==> config.mk <==
export PLATFORM = sky130hd
export DESIGN_NAME = qsfp_led_ctrlport_target_flat
export DESIGN_NICKNAME = d
export VERILOG_FILES = /design/src/rtl/qsfp_led_ctrlport_target_if.sv /design/src/rtl/qsfp_led_ctrlport_target.sv /design/src/flat_wrapper.sv
export SDC_FILE = /design/constraint.sdc
export NUM_CORES = 1
export LEC_CHECK = 0
export BUFFER_PORTS_ARGS = -buffer_cell sky130_fd_sc_hd__clkbuf_2
export CORE_MARGIN = 1
export CORE_UTILIZATION = 35
export CTS_CLUSTER_SIZE = 28
export DETAILED_ROUTE_END_ITERATION = 7
export PLACE_DENSITY = 0.63
export REMOVE_ABC_BUFFERS = 1
export SYNTH_ARGS = -nofsm -noshare
export SYNTH_HDL_FRONTEND = slang
export SYNTH_SLANG_ARGS = --single-unit
==> constraint.sdc <==
create_clock -name ctrlport_clk -period 3 [get_ports ctrlport_clk]
set_input_delay 0.6 -clock ctrlport_clk [delete_from_list [all_inputs] [get_ports ctrlport_clk]]
set_output_delay 0.6 -clock ctrlport_clk [all_outputs]
set_load 0.005 [all_outputs]
==> src/rtl/qsfp_led_ctrlport_target_if.sv <==
// ControlPort request/response bundle between the FPGA LED initiator and the
// CPLD-side LED register target.
interface qsfp_led_ctrlport_target_if;
    logic        req_wr;
    logic        req_rd;
    logic [19:0] req_addr;
    logic [31:0] req_data;
    logic [3:0]  req_byte_en;
    logic        resp_ack;
    logic [1:0]  resp_status;
    logic [31:0] resp_data;

    modport master (
        output req_wr, req_rd, req_addr, req_data, req_byte_en,
        input  resp_ack, resp_status, resp_data
    );

    modport slave (
        input  req_wr, req_rd, req_addr, req_data, req_byte_en,
        output resp_ack, resp_status, resp_data
    );
endinterface

==> src/rtl/qsfp_led_ctrlport_target.sv <==
// ControlPort target holding the 16-bit QSFP LED word; drives link LEDs steady,
// activity LEDs blinking, and blanks everything if the FPGA stops refreshing.
module qsfp_led_ctrlport_target #(
    parameter logic [19:0] LED_REGISTER_ADDRESS = 20'd0,
    parameter int          BLINK_CYCLES         = 2500000,
    parameter int          WATCHDOG_CYCLES      = 0
) (
    input  logic                         ctrlport_clk,
    input  logic                         ctrlport_rst,
    qsfp_led_ctrlport_target_if.slave    s_ctrlport,
    output logic [3:0]                   qsfp0_led_link,
    output logic [3:0]                   qsfp0_led_active,
    output logic [3:0]                   qsfp1_led_link,
    output logic [3:0]                   qsfp1_led_active,
    output logic                         watchdog_expired
);

    localparam int BW = (BLINK_CYCLES > 1) ? $clog2(BLINK_CYCLES) : 1;
    localparam logic [BW-1:0] BLINK_MAX = BW'(BLINK_CYCLES - 1);

    logic        w_hit, w_req, w_wr_acc, w_rd_acc, w_cmderr, w_expired;
    logic        r_ack;
    logic [1:0]  r_status;
    logic [31:0] r_rdata;
    logic [15:0] r_led;
    logic [BW-1:0] r_blink_cnt;
    logic        r_blink_phase;
    logic [3:0]  r_q0_link, r_q0_act, r_q1_link, r_q1_act;

    // Upper data half and upper byte enables carry nothing for a 16-bit register.
    logic w_unused_req_bits;
    assign w_unused_req_bits = &{1'b0, s_ctrlport.req_data[31:16], s_ctrlport.req_byte_en[3:2]};

    assign w_hit    = (s_ctrlport.req_addr == LED_REGISTER_ADDRESS);
    assign w_req    = w_hit & (s_ctrlport.req_wr | s_ctrlport.req_rd);
    assign w_cmderr = w_hit & s_ctrlport.req_wr & s_ctrlport.req_rd;
    assign w_wr_acc = w_hit & s_ctrlport.req_wr & ~s_ctrlport.req_rd;
    assign w_rd_acc = w_hit & s_ctrlport.req_rd & ~s_ctrlport.req_wr;

    always_ff @(posedge ctrlport_clk or posedge ctrlport_rst) begin
        if (ctrlport_rst) begin
            r_ack    <= 1'b0;
            r_status <= 2'b00;
            r_rdata  <= 32'd0;
        end else begin
            r_ack    <= w_req;
            r_status <= w_cmderr ? 2'b01 : 2'b00;
            r_rdata  <= w_rd_acc ? {16'd0, r_led} : 32'd0;
        end
    end

    assign s_ctrlport.resp_ack    = r_ack;
    assign s_ctrlport.resp_status = r_status;
    assign s_ctrlport.resp_data   = r_rdata;

    always_ff @(posedge ctrlport_clk or posedge ctrlport_rst) begin
        if (ctrlport_rst) begin
            r_led <= 16'd0;
        end else if (w_wr_acc) begin
            if (s_ctrlport.req_byte_en[0]) r_led[7:0]  <= s_ctrlport.req_data[7:0];
            if (s_ctrlport.req_byte_en[1]) r_led[15:8] <= s_ctrlport.req_data[15:8];
        end
    end

    // Single global phase so every activity LED blinks in unison.
    always_ff @(posedge ctrlport_clk or posedge ctrlport_rst) begin
        if (ctrlport_rst) begin
            r_blink_cnt   <= '0;
            r_blink_phase <= 1'b1;
        end else if (r_blink_cnt == BLINK_MAX) begin
            r_blink_cnt   <= '0;
            r_blink_phase <= ~r_blink_phase;
        end else begin
            r_blink_cnt   <= r_blink_cnt + 1'b1;
        end
    end

    generate
        if (WATCHDOG_CYCLES > 0) begin : g_wd
            localparam int WW = $clog2(WATCHDOG_CYCLES + 1);
            localparam logic [WW-1:0] WD_MAX = WW'(WATCHDOG_CYCLES);
            logic [WW-1:0] r_wd_cnt;

            // A write in the saturation cycle still clears the counter.
            always_ff @(posedge ctrlport_clk or posedge ctrlport_rst) begin
                if (ctrlport_rst)           r_wd_cnt <= '0;
                else if (w_wr_acc)          r_wd_cnt <= '0;
                else if (r_wd_cnt != WD_MAX) r_wd_cnt <= r_wd_cnt + 1'b1;
            end

            assign w_expired = (r_wd_cnt == WD_MAX);
        end else begin : g_no_wd
            assign w_expired = 1'b0;
        end
    endgenerate

    always_ff @(posedge ctrlport_clk or posedge ctrlport_rst) begin
        if (ctrlport_rst) begin
            r_q0_link <= 4'd0;
            r_q0_act  <= 4'd0;
            r_q1_link <= 4'd0;
            r_q1_act  <= 4'd0;
        end else begin
            r_q0_link <= r_led[3:0]   & {4{~w_expired}};
            r_q0_act  <= r_led[7:4]   & {4{r_blink_phase & ~w_expired}};
            r_q1_link <= r_led[11:8]  & {4{~w_expired}};
            r_q1_act  <= r_led[15:12] & {4{r_blink_phase & ~w_expired}};
        end
    end

    assign qsfp0_led_link   = r_q0_link;
    assign qsfp0_led_active = r_q0_act;
    assign qsfp1_led_link   = r_q1_link;
    assign qsfp1_led_active = r_q1_act;
    assign watchdog_expired = w_expired;

endmodule

==> src/flat_wrapper.sv <==
// flat-port wrapper written by rule: the top's interface ports become plain ports
module qsfp_led_ctrlport_target_flat 
#(
    parameter logic [19:0] LED_REGISTER_ADDRESS = 20'd0,
    parameter int          BLINK_CYCLES         = 2500000,
    parameter int          WATCHDOG_CYCLES      = 0
)
  (ctrlport_clk, ctrlport_rst, qsfp0_led_link, qsfp0_led_active, qsfp1_led_link, qsfp1_led_active, watchdog_expired, s_ctrlport_req_wr, s_ctrlport_req_rd, s_ctrlport_req_addr, s_ctrlport_req_data, s_ctrlport_req_byte_en, s_ctrlport_resp_ack, s_ctrlport_resp_status, s_ctrlport_resp_data);
  qsfp_led_ctrlport_target_if s_ctrlport_i ();
  input  logic ctrlport_clk;
  input  logic ctrlport_rst;
  output logic [3:0] qsfp0_led_link;
  output logic [3:0] qsfp0_led_active;
  output logic [3:0] qsfp1_led_link;
  output logic [3:0] qsfp1_led_active;
  output logic watchdog_expired;
  input wire logic [$bits(s_ctrlport_i.req_wr)-1:0] s_ctrlport_req_wr;
  input wire logic [$bits(s_ctrlport_i.req_rd)-1:0] s_ctrlport_req_rd;
  input wire logic [$bits(s_ctrlport_i.req_addr)-1:0] s_ctrlport_req_addr;
  input wire logic [$bits(s_ctrlport_i.req_data)-1:0] s_ctrlport_req_data;
  input wire logic [$bits(s_ctrlport_i.req_byte_en)-1:0] s_ctrlport_req_byte_en;
  output wire logic [$bits(s_ctrlport_i.resp_ack)-1:0] s_ctrlport_resp_ack;
  output wire logic [$bits(s_ctrlport_i.resp_status)-1:0] s_ctrlport_resp_status;
  output wire logic [$bits(s_ctrlport_i.resp_data)-1:0] s_ctrlport_resp_data;
  assign s_ctrlport_i.req_wr = s_ctrlport_req_wr;
  assign s_ctrlport_i.req_rd = s_ctrlport_req_rd;
  assign s_ctrlport_i.req_addr = s_ctrlport_req_addr;
  assign s_ctrlport_i.req_data = s_ctrlport_req_data;
  assign s_ctrlport_i.req_byte_en = s_ctrlport_req_byte_en;
  assign s_ctrlport_resp_ack = s_ctrlport_i.resp_ack;
  assign s_ctrlport_resp_status = s_ctrlport_i.resp_status;
  assign s_ctrlport_resp_data = s_ctrlport_i.resp_data;
  qsfp_led_ctrlport_target #(.LED_REGISTER_ADDRESS(LED_REGISTER_ADDRESS), .BLINK_CYCLES(BLINK_CYCLES), .WATCHDOG_CYCLES(WATCHDOG_CYCLES)) u_core (.ctrlport_clk(ctrlport_clk), .ctrlport_rst(ctrlport_rst), .s_ctrlport(s_ctrlport_i), .qsfp0_led_link(qsfp0_led_link), .qsfp0_led_active(qsfp0_led_active), .qsfp1_led_link(qsfp1_led_link), .qsfp1_led_active(qsfp1_led_active), .watchdog_expired(watchdog_expired));
endmodule
# ---- Yosys cells after proc, flatten, opt, wreduce, memory -nomap -nowiden
# Cells that the tools add are included.
dict set report classes {
  addsub 1
  n_eq_ne 1
  mux 3
  bitwise 12
  n_reduce_logical 3
}
# op count
set ops {}
lappend ops {{$add 22x1->22 const B} 1}
lappend ops {{$eq 22x22->1 const B} 1}
lappend ops {{$mux 22} 1}
lappend ops {{$logic_not 20->1} 1}
lappend ops {{$mux 16} 1}
lappend ops {{$and 4x4->4} 2}
lappend ops {{$and 1x1->1} 6}
lappend ops {{$reduce_and 2->1} 2}
lappend ops {{$not 1->1} 3}
lappend ops {{$mux 1} 1}
lappend ops {{$or 1x1->1} 1}
dict set report word_totals {
  register_bits 90
}

# ---- Longest topological paths before layout
# Gate-level depths: netlist of run 1.
dict set report logic_depth {
  word_depth 4
  ltp_mapped 6
  mapped_depth_nobuf 6
}

# ---- Least setup slack after synthesis of run 1
# Ideal clock, no wire load.
dict set report synth_path {
  kind {input -> register}
  from {input s_ctrlport_req_addr[18]}
  to {register u_core.r_led[0]}
  setup_ns 0.125
  arrival_ns 1.991
  setup_slack_ns 0.884
  stages 4
  path_buffers 0
  cell_sequence {or4_1 > nor2_1 > nand4b_1 > mux2_2}
}
dict set report synth_via {
  elab_chain_cells 4
}
# item line_no
set synth_lines {}
lappend synth_lines {{start: declaration} flat_wrapper.sv:19} ;# input wire logic [$bits(s_ctrlport_i.req_addr)-1:0] s_ctrlport_req_addr;
lappend synth_lines {{$logic_not 20->1} qsfp_led_ctrlport_target.sv:34} ;# assign w_hit = (s_ctrlport.req_addr == LED_REGISTER_ADDRESS);
lappend synth_lines {{$and 1x1->1 (2 in series)} qsfp_led_ctrlport_target.sv:37} ;# assign w_wr_acc = w_hit & s_ctrlport.req_wr & ~s_ctrlport.req_rd;
lappend synth_lines {{$reduce_and 2->1 (no line)} --}
lappend synth_lines {{end signal: assignment} qsfp_led_ctrlport_target.sv:60} ;# if (s_ctrlport.req_byte_en[0]) r_led[7:0] <= s_ctrlport.req_data[7:0];
lappend synth_lines {{end: declaration} qsfp_led_ctrlport_target.sv:25} ;# logic [15:0] r_led;
# Every way passes these cells.
# A chain may end at the register's enable or synchronous reset.

# ---- Worst setup path after layout of run 1
dict set report layout_path {
  from {register u_core.r_blink_cnt[11]}
  to {register u_core.r_blink_phase}
}
dict set report layout_via {
  elab_chain_cells 1
}
# item line_no
set layout_lines {}
lappend layout_lines {{start: declaration} qsfp_led_ctrlport_target.sv:26} ;# logic [BW-1:0] r_blink_cnt;
lappend layout_lines {{start signal: assignment} qsfp_led_ctrlport_target.sv:74} ;# r_blink_cnt <= r_blink_cnt + 1'b1;
lappend layout_lines {{$eq 22x22->1} qsfp_led_ctrlport_target.sv:70} ;# end else if (r_blink_cnt == BLINK_MAX) begin
lappend layout_lines {{end signal: assignment} qsfp_led_ctrlport_target.sv:72} ;# r_blink_phase <= ~r_blink_phase;
lappend layout_lines {{end: declaration} qsfp_led_ctrlport_target.sv:27} ;# logic r_blink_phase;
# Every way passes these cells.

==> results of run 1 <==
[metrics by stage]
step / area (um2) / power, mW / instances / utilization [%]
floorplan: 2780 / 1.02 / 217 / -
global placement: 3310 / 1.06 / 398 / 42.5
detailed placement: 3310 / 1.06 / 398 / 42.5
CTS: 3580 / 2.08 / 414 / 45.8
global route: 3580 / 2.13 / 414 / 45.8
finish: 3580 / 2.04 / 414 / 45.8
[worst max-delay path: stages (launching register included)]
cell	delay [ns]
dfrtp_1	0.42
or4b_1	0.52
or4_1	0.42
nor4_2	0.44
buf_4	0.25
xor2_1	0.15
[cells in the mapped netlist]
cell type / instances / area, um2
dfstp_2: 1 / 26.3
conb_1: 1 / 3.75
xnor2_1: 12 / 105
nor2b_1: 1 / 6.26
ha_1: 1 / 12.5
nand4_1: 6 / 37.5
buf_4: 19 / 143
and4_1: 3 / 26.3
nand4b_1: 3 / 26.3
nand3b_1: 3 / 22.5
o21ai_1: 1 / 5.00
o21ai_0: 2 / 10.0
or4b_1: 1 / 10.0
and3_1: 2 / 12.5
nand2_1: 8 / 30.0
inv_1: 2 / 7.51
xor2_1: 6 / 52.6
nor4_1: 7 / 43.8
nor2_1: 14 / 52.6
nor4b_2: 1 / 15.0
and2_1: 24 / 150
nor4_2: 1 / 12.5
nand3_1: 9 / 45.0
dfrtp_1: 72 / 1800
clkbuf_1: 1 / 3.75
mux2_2: 16 / 180
or4_1: 2 / 15.0
o21a_1: 1 / 7.51
[power by group]
group	switching, mW	leakage (nW)	internal (mW)
Sequential	0.00000119	1.00	0.983
Clock	0.366	0.131	0.643
Combinational	0.0315	0.729	0.0212
[how the worst max path moves through the flow]
stage | startpoint | to | slack [ns] | depth (start not counted)
floorplan | ctrlport_rst | u_core.qsfp0_led_active[0]$_DFF_PP0_ | 0.55 | 1
CTS | u_core.r_blink_cnt[11]$_DFF_PP0_ | u_core.r_blink_phase$_DFFE_PP1N_ | 0.71 | 5
global route | u_core.r_blink_cnt[11]$_DFF_PP0_ | u_core.r_blink_phase$_DFFE_PP1N_ | 0.59 | 5
global placement | s_ctrlport_req_addr[13] | u_core.r_led[6]$_DFFE_PP0P_ | 0.51 | 6
detailed placement | s_ctrlport_req_addr[18] | u_core.r_led[4]$_DFFE_PP0P_ | 0.46 | 5
finish | u_core.r_blink_cnt[11]$_DFF_PP0_ | u_core.r_blink_phase$_DFFE_PP1N_ | 0.73 | 5
[cell type report]
| class | count | area [um2] |
|---|---|---|
| Fill cell | 732 | 4230 |
| Sequential cell | 73 | 1830 |
| Multi-Input combinational cell | 142 | 946 |
| Timing Repair Buffer | 79 | 405 |
| Clock inverter | 6 | 138 |
| Clock buffer | 10 | 128 |
| Tap cell | 102 | 128 |
| Inverter | 2 | 7.51 |
[sequential cells by signal, indices dropped and copies added (netlist names)]
| signal | count |
|---|---|
| u_core.s_ctrlport.resp_ack | 1 |
| u_core.s_ctrlport.resp_data | 16 |
| u_core.r_blink_phase | 1 |
| u_core.r_blink_cnt | 22 |
| u_core.qsfp0_led_link | 4 |
| u_core.s_ctrlport.resp_status | 1 |
| u_core.qsfp0_led_active | 4 |
| u_core.qsfp1_led_active | 4 |
| u_core.qsfp1_led_link | 4 |
| u_core.r_led | 16 |
[routing by layer]
metal,vias up,routed length (um)
met4,0,83
met3,7,435
met2,78,2370
li1,887,-
met1,910,2240
met5,-,0
[cell families after synthesis]
logic type | count (synthesis)
AND/OR/NAND/NOR | 85
flip-flops | 73
buffers and inverters | 22
XOR/XNOR | 18
multiplexers | 16
AO/OA/AOI/OAI | 4
adder cells (fa/ha/maj) | 1
other | 1
==> key figures, run 1 <==
Place
  – Hpwl dp: 3660 um
  – I/O Buffers: 75
  – Worst slack, placed: 0.461 ns
  – Gpl congestion: 0.759

Power and ir drop
  – P per Cell Area: 571 nW/um2
  – Leak pwr: 1.86 nW
  – IR drop worst, VDD: 0.000271 V

GRT
  – Largest net degree at the start of global routing: 74
  – GRT Max-Usage Layer: met2
  – Met3 Usage GRT: 5.67%
  – Met2 Use GR: 21.3%
  – Gr ovfl total: 0
  – Overall routing resource usage: 13.5%
  – First-pass GRT wire length: 8680 um
  – Initial antenna violation count: 0
  – Met1 usage: 16.1%
  – Vias in the first global route: 1921

Clock tree
  – Post_cts resized: 0
  – CTS buffer count: 9
  – CTS root buffer: clkbuf_8
  – Count of hold-fix buffers inserted at cts: 0
  – Worst skew pair latency: 0.35 ns
  – Num Clock Sinks: 73
  – CTS max path bufs: 2
  – CTS H-tree depth: 3
  – TritonCTS clock tree: done
  – Post-CTS Setup Bufs: 0
  – CTS clock-pin slew for the worst setup and hold paths: 0.08 ns

Timing
  – Hold Fails Final Rpt: 0
  – Worst Skew: 0.00840 ns
  – Hold_ws: 0.391 ns
  – # setup viols final: 0
  – Unrepaired setup endpoints after global routing: false
  – Tcrit/Tclk final: 75.6%
  – Total Neg Setup Slack: 0 ns
  – Highest clock rate: 441 MHz
  – Fin. max-slew vios: 0
  – Slew Limit Headroom: 36.5%
  – Final worst slack: 0.732 ns
  – Slew @ Worst Pin: 0.944 ns
  – Min Tclk post-route: 2.27 ns

Route
  – Wire per inst: 12.4 um
  – Vias per cell: 4.55
  – Initial DRC count: 56
  – DR vias: 1882
  – Post-route ant nets: 0
  – DR DRC count: 0
  – Final WL: 5130 um
  – TritonRoute pass-1 iters: 4

Yosys
  – Simple-Gate Fraction of Synth Area: 17.6%
  – Synthesized area per cell: 13.0 um2
  – Syn. warnings: 0
  – Mapped Cells: 220
  – Largest family of logic cells by synthesized area: simple AND/OR/NAND/NOR gates
  – Syn Std Cell Area: 2860 um2
  – Mux cell area share after synthesis: 6.29%
  – Synth Area in Adders: 0.437%
  – Compound-Gate Fraction of Synth Area: 0.786%
  – Synth cell types: 28
  – Xor/xnor share of the synthesized area: 5.50%
  – Seq/Total Area, Yosys: 63.8%
  – #FFs+latches synth: 73

Setup path
  – Startpoint types: flop
  – Critical path fanouts, max: 8
  – Setup crit end kind: flop
  – Reg2Reg Depth: 5
  – Reg-to-reg endpoint: u_core.r_blink_phase$_DFFE_PP1N_
  – CP Class: reg2reg
  – Reg-to-Reg Start: u_core.r_blink_cnt[11]$_DFF_PP0_
  – Critical path data required time: 3.28 ns
  – Arrival @ worst endpoint: 2.55 ns
  – Reg2reg setup slack: 0.73 ns

Layout
  – Layout cells sized above 1: 36.5%
  – Syn-to-layout area delta: 25.0%
  – Most common cell after layout, fill and taps aside: clkbuf_2
  – Highest-count cells in the layout ignoring fill and taps: clkbuf_2, dfrtp_1, and2_1, conb_1, mux2_2
  – Ant. Diodes: 0
  – # nets final: 368

Floorplanning
  – Starting Density: 36.7%
  – Die height: 92.5 um
  – IO Count: 112
  – # rows: 32
  – DIE AREA: 8550 um2
  – Die W: 92.5 um
  – Total core area: 7810 um2

Worst hold path
  – Hold Path Class: reg2reg
  – WHS Path Cells: 0
  – Hold Path Sink: u_core.qsfp0_led_link[3]$_DFF_PP0_
  – Hold Crit Start: u_core.r_led[3]$_DFFE_PP0P_

Flow run
  – Max-cap viol count: 0

Status
  – Status: finished, final reports clean
Note: power is estimated with default switching activity, not from simulation.
==> run 2, diff against run 1 <==
ABC_AREA = 1   (was unset)
clock period = 1.9 ns   (was 3 ns; I/O delays follow)
==> key figures, run 2 <==
Setup path
  – CP Class: reg2reg
  – Most frequent CP cell: nor2_4
  – Startpoint types: flop
  – CP Cell Sequence: ha_1 -> nand2_1 -> nor2_4 -> nand2_4 -> nor2_4 -> nand3_4 -> o211ai_1 -> inv_1
  – Setup crit end kind: flop
  – Critical path data required time: 2.13 ns (-1.15 ns)
  – Crit path buf inv count: 1 (unchanged)
  – Crit path largest cell delay: 0.37 ns (-0.15 ns)
  – Critical path fanouts, max: 9 (+1)
  – CP delay by family, top: simple AND/OR/NAND/NOR gates
  – Slowest CP cell: dfrtp_1
  – Arrival @ worst endpoint: 1.83 ns (-0.72 ns)

Timing
  – # setup viols final: 0 (unchanged)
  – Total Neg Setup Slack: 0 ns (unchanged)
  – Tcrit/Tclk final: 84.6% (+8.9 points)
  – Min Tclk post-route: 1.61 ns (-0.662 ns)
  – Fin. max-slew vios: 0 (unchanged)
  – Highest clock rate: 622 MHz (+41%)
  – Unrepaired setup endpoints after global routing: false
  – Final worst slack: 0.294 ns (-0.438 ns)
  – Hold Fails Final Rpt: 0 (unchanged)
  – Worst Skew: 0.00902 ns (+0.000623 ns)

Floorplanning
  – # rows: 35 (+9.4%)
  – Die W: 101 um (+9.7%)
  – Starting Density: 36.8% (+0.075 points)
  – DIE AREA: 10300 um2 (+20%)
  – Die height: 101 um (+9.7%)
  – Total core area: 9420 um2 (+21%)
  – IO Count: 112 (unchanged)

Yosys
  – #FFs+latches synth: 73 (unchanged)
  – Xor/xnor share of the synthesized area: 2.02% (-3.5 points)
  – Post-synth EDFFs: 0 (unchanged)
  – Post-synth top cells: nand2_1, dfrtp_1, inv_1, nor2_1, nand4_1
  – Ys async rst share: 100% (unchanged)
  – Synth top area share: 52.1% (-11 points)
  – Simple-Gate Fraction of Synth Area: 31.7% (+14 points)
  – Largest family of logic cells by synthesized area: simple AND/OR/NAND/NOR gates
  – Area contributors post-synth: dfrtp_1, nand2_1, inv_1
  – Seq/Total Area, Yosys: 52.8% (-11 points)
  – Compound-Gate Fraction of Synth Area: 1.37% (+0.59 points)
  – Synth cell types: 35 (+25%)
  – Syn Std Cell Area: 3460 um2 (+21%)
  – Mux cell area share after synthesis: 0% (-6.3 points)
  – Synth Area in Adders: 0.362% (-0.075 points)
  – Synthesized area per cell: 9.08 um2 (-30%)
  – Syn. warnings: 0 (unchanged)
  – Mapped Cells: 381 (+73%)
  – Predominant post-synthesis flop cell: dfrtp_1
  – Cell taking the most area after synthesis: dfrtp_1
  – Most instantiated library cell after synthesis: nand2_1

Route
  – Post-route ant nets: 0 (unchanged)
  – DR DRC count: 0 (unchanged)
  – Initial DRC count: 107 (+91%)
  – Met1 WL: 2970 um (+32%)
  – TritonRoute pass-1 iters: 4 (unchanged)
  – Top Metal Used: met4
  – Vias per cell: 4.40 (-3.1%)
  – Met3 routed WL: 429 um (-1.4%)
  – Wire per inst: 11.1 um (-10%)
  – Routed wl met2: 3130 um (+32%)
  – DR vias: 2625 (+39%)
  – Final WL: 6620 um (+29%)

Power and ir drop
  – Internal: 2.06 mW (+25%)
  – Sw power: 0.649 mW (+63%)
  – Logic gate share of total power: 4.0% (+1.4 points)
  – Leak pwr: 2.09 nW (+12%)
  – Sw frac: 23.9% (+4.5 points)
  – Register share of total power: 57.3% (+9.2 points)
  – P per Cell Area: 662 nW/um2 (+16%)
  – Clock power share: 38.7% (-11 points)
  – IR drop worst, VDD: 0.000513 V (+90%)

Place
  – Hpwl dp: 4880 um (+33%)
  – Cells after DPL: 581 (+46%)
  – Worst slack, placed: 0.292 ns (-0.169 ns)
  – Gpl congestion: 0.879 (+16%)
  – I/O Buffers: 75 (unchanged)
  – Dpl cell area: 3930 um2 (+18%)

Worst hold path
  – Hold Path Class: in2async

Layout
  – Non-filler cells, final: 596 (+44%)
  – Number of flip-flops in the largest register: 22 (unchanged)
  – Final instance area: 4090 um2 (+14%)
  – Ant. Diodes: 0 (unchanged)
  – Syn-to-layout area delta: 18.3%
  – # nets final: 524 (+42%)
  – Most common cell after layout, fill and taps aside: nand2_1
  – Fill count: 941 (+29%)
  – Highest-count cells in the layout ignoring fill and taps: nand2_1, clkbuf_2, dfrtp_1, inv_1, nor2_1
  – Multi-input gate area: 1290 um2 (+37%)
  – Layout cells sized above 1: 29.3% (-7.2 points)
  – Layout Utilization: 43.5% (-2.4 points)
  – Top reg by flops: u_core.r_blink_cnt
  – FF/Latch Area: 1830 um2 (unchanged)

Clock tree
  – Num Clock Sinks: 73 (unchanged)
  – Post_cts resized: 0 (unchanged)
  – CTS H-tree depth: 3 (unchanged)
  – CTS root buffer: clkbuf_8
  – Count of hold-fix buffers inserted at cts: 0 (unchanged)
  – Post-CTS Setup Bufs: 0 (unchanged)
  – CTS max path bufs: 2 (unchanged)
  – CTS clock-pin slew for the worst setup and hold paths: 0.07 ns (about the same)
  – Worst skew pair latency: 0.34 ns (about the same)
  – CTS buffer count: 9 (unchanged)
  – TritonCTS clock tree: done

GRT
  – Largest net degree at the start of global routing: 74 (unchanged)
  – Vias in the first global route: 2481 (+29%)
  – Gr ovfl total: 0 (unchanged)
  – Initial antenna violation count: 0 (unchanged)
  – Overall routing resource usage: 14.4% (+0.84 points)
  – First-pass GRT wire length: 11300 um (+30%)

Status
  – Status: finished, final reports clean

Flow run
  – Max-cap viol count: 0 (unchanged)
## run 2: logic make-up after synthesis
kind of cell,after synthesis
xor gates and xnor gates,8
adders and majority gates,1
AOI/OAI and AO/OA,9
other,1
DFF,73
buffers and inverters,85
and+or+nand+nor,204
## run 2: power by group through the flow
stage	Combinational, mW	Clock (mW)	Sequential [mW]
floorplan	0.0443	0	1.58
global placement	0.109	0	1.58
detailed placement	0.111	0	1.58
CTS	0.111	1.08	1.55
global route	0.124	1.15	1.55
finish	0.109	1.05	1.55
## run 2: layer usage
metal	vias to the layer above	track usage [%]
met4	0	5.02
met1	1205	18.3
li1	1316	-
met5	-	0
met3	7	3.80
met2	97	23.8
## run 2: worst paths after layout
check,start,endpoint,slack [ns],cells after the start
max,u_core.r_blink_cnt[0]$_DFF_PP0_,u_core.r_blink_cnt[11]$_DFF_PP0_,0.29,8
min,ctrlport_rst,u_core.r_blink_cnt[12]$_DFF_PP0_,0.10,3
max reg2reg,u_core.r_blink_cnt[0]$_DFF_PP0_,u_core.r_blink_cnt[11]$_DFF_PP0_,0.29,8
min reg2reg,u_core.r_led[2]$_DFFE_PP0P_,u_core.qsfp0_led_link[2]$_DFF_PP0_,0.41,0
max in group asynchronous,ctrlport_rst,u_core.r_blink_phase$_DFFE_PP1N_,1.48,3
min in group ctrlport_clk,s_ctrlport_req_data[2],u_core.r_led[2]$_DFFE_PP0P_,0.27,3
## run 2: layout make-up
type	count	share of cell area, %
flip-flops and latches	73	44.7
multi-input cells	240	31.6
repair buffers	79	10.2
inverters	60	5.50
well taps	129	3.94
clock buffers	9	3.03
clock inverters	6	1.04
## run 2: worst register-to-register path, cell delays in order, from the launching register on
cell	delay, ns
dfrtp_1	0.37
ha_1	0.24
nand2_1	0.11
nor2_4	0.21
nand2_4	0.11
nor2_4	0.11
nand3_4	0.15
o211ai_1	0.13
inv_1	0.06
## run 2: per-stage QoR
step / hold WS [ns] / total power, mW
5_1_grt: 0.119 / 2.83
3_5_place_dp: 0.390 / 1.69
2_1_floorplan: 0.374 / 1.63
6_report: 0.102 / 2.71
3_3_place_gp: 0.383 / 1.69
4_1_cts: 0.104 / 2.74
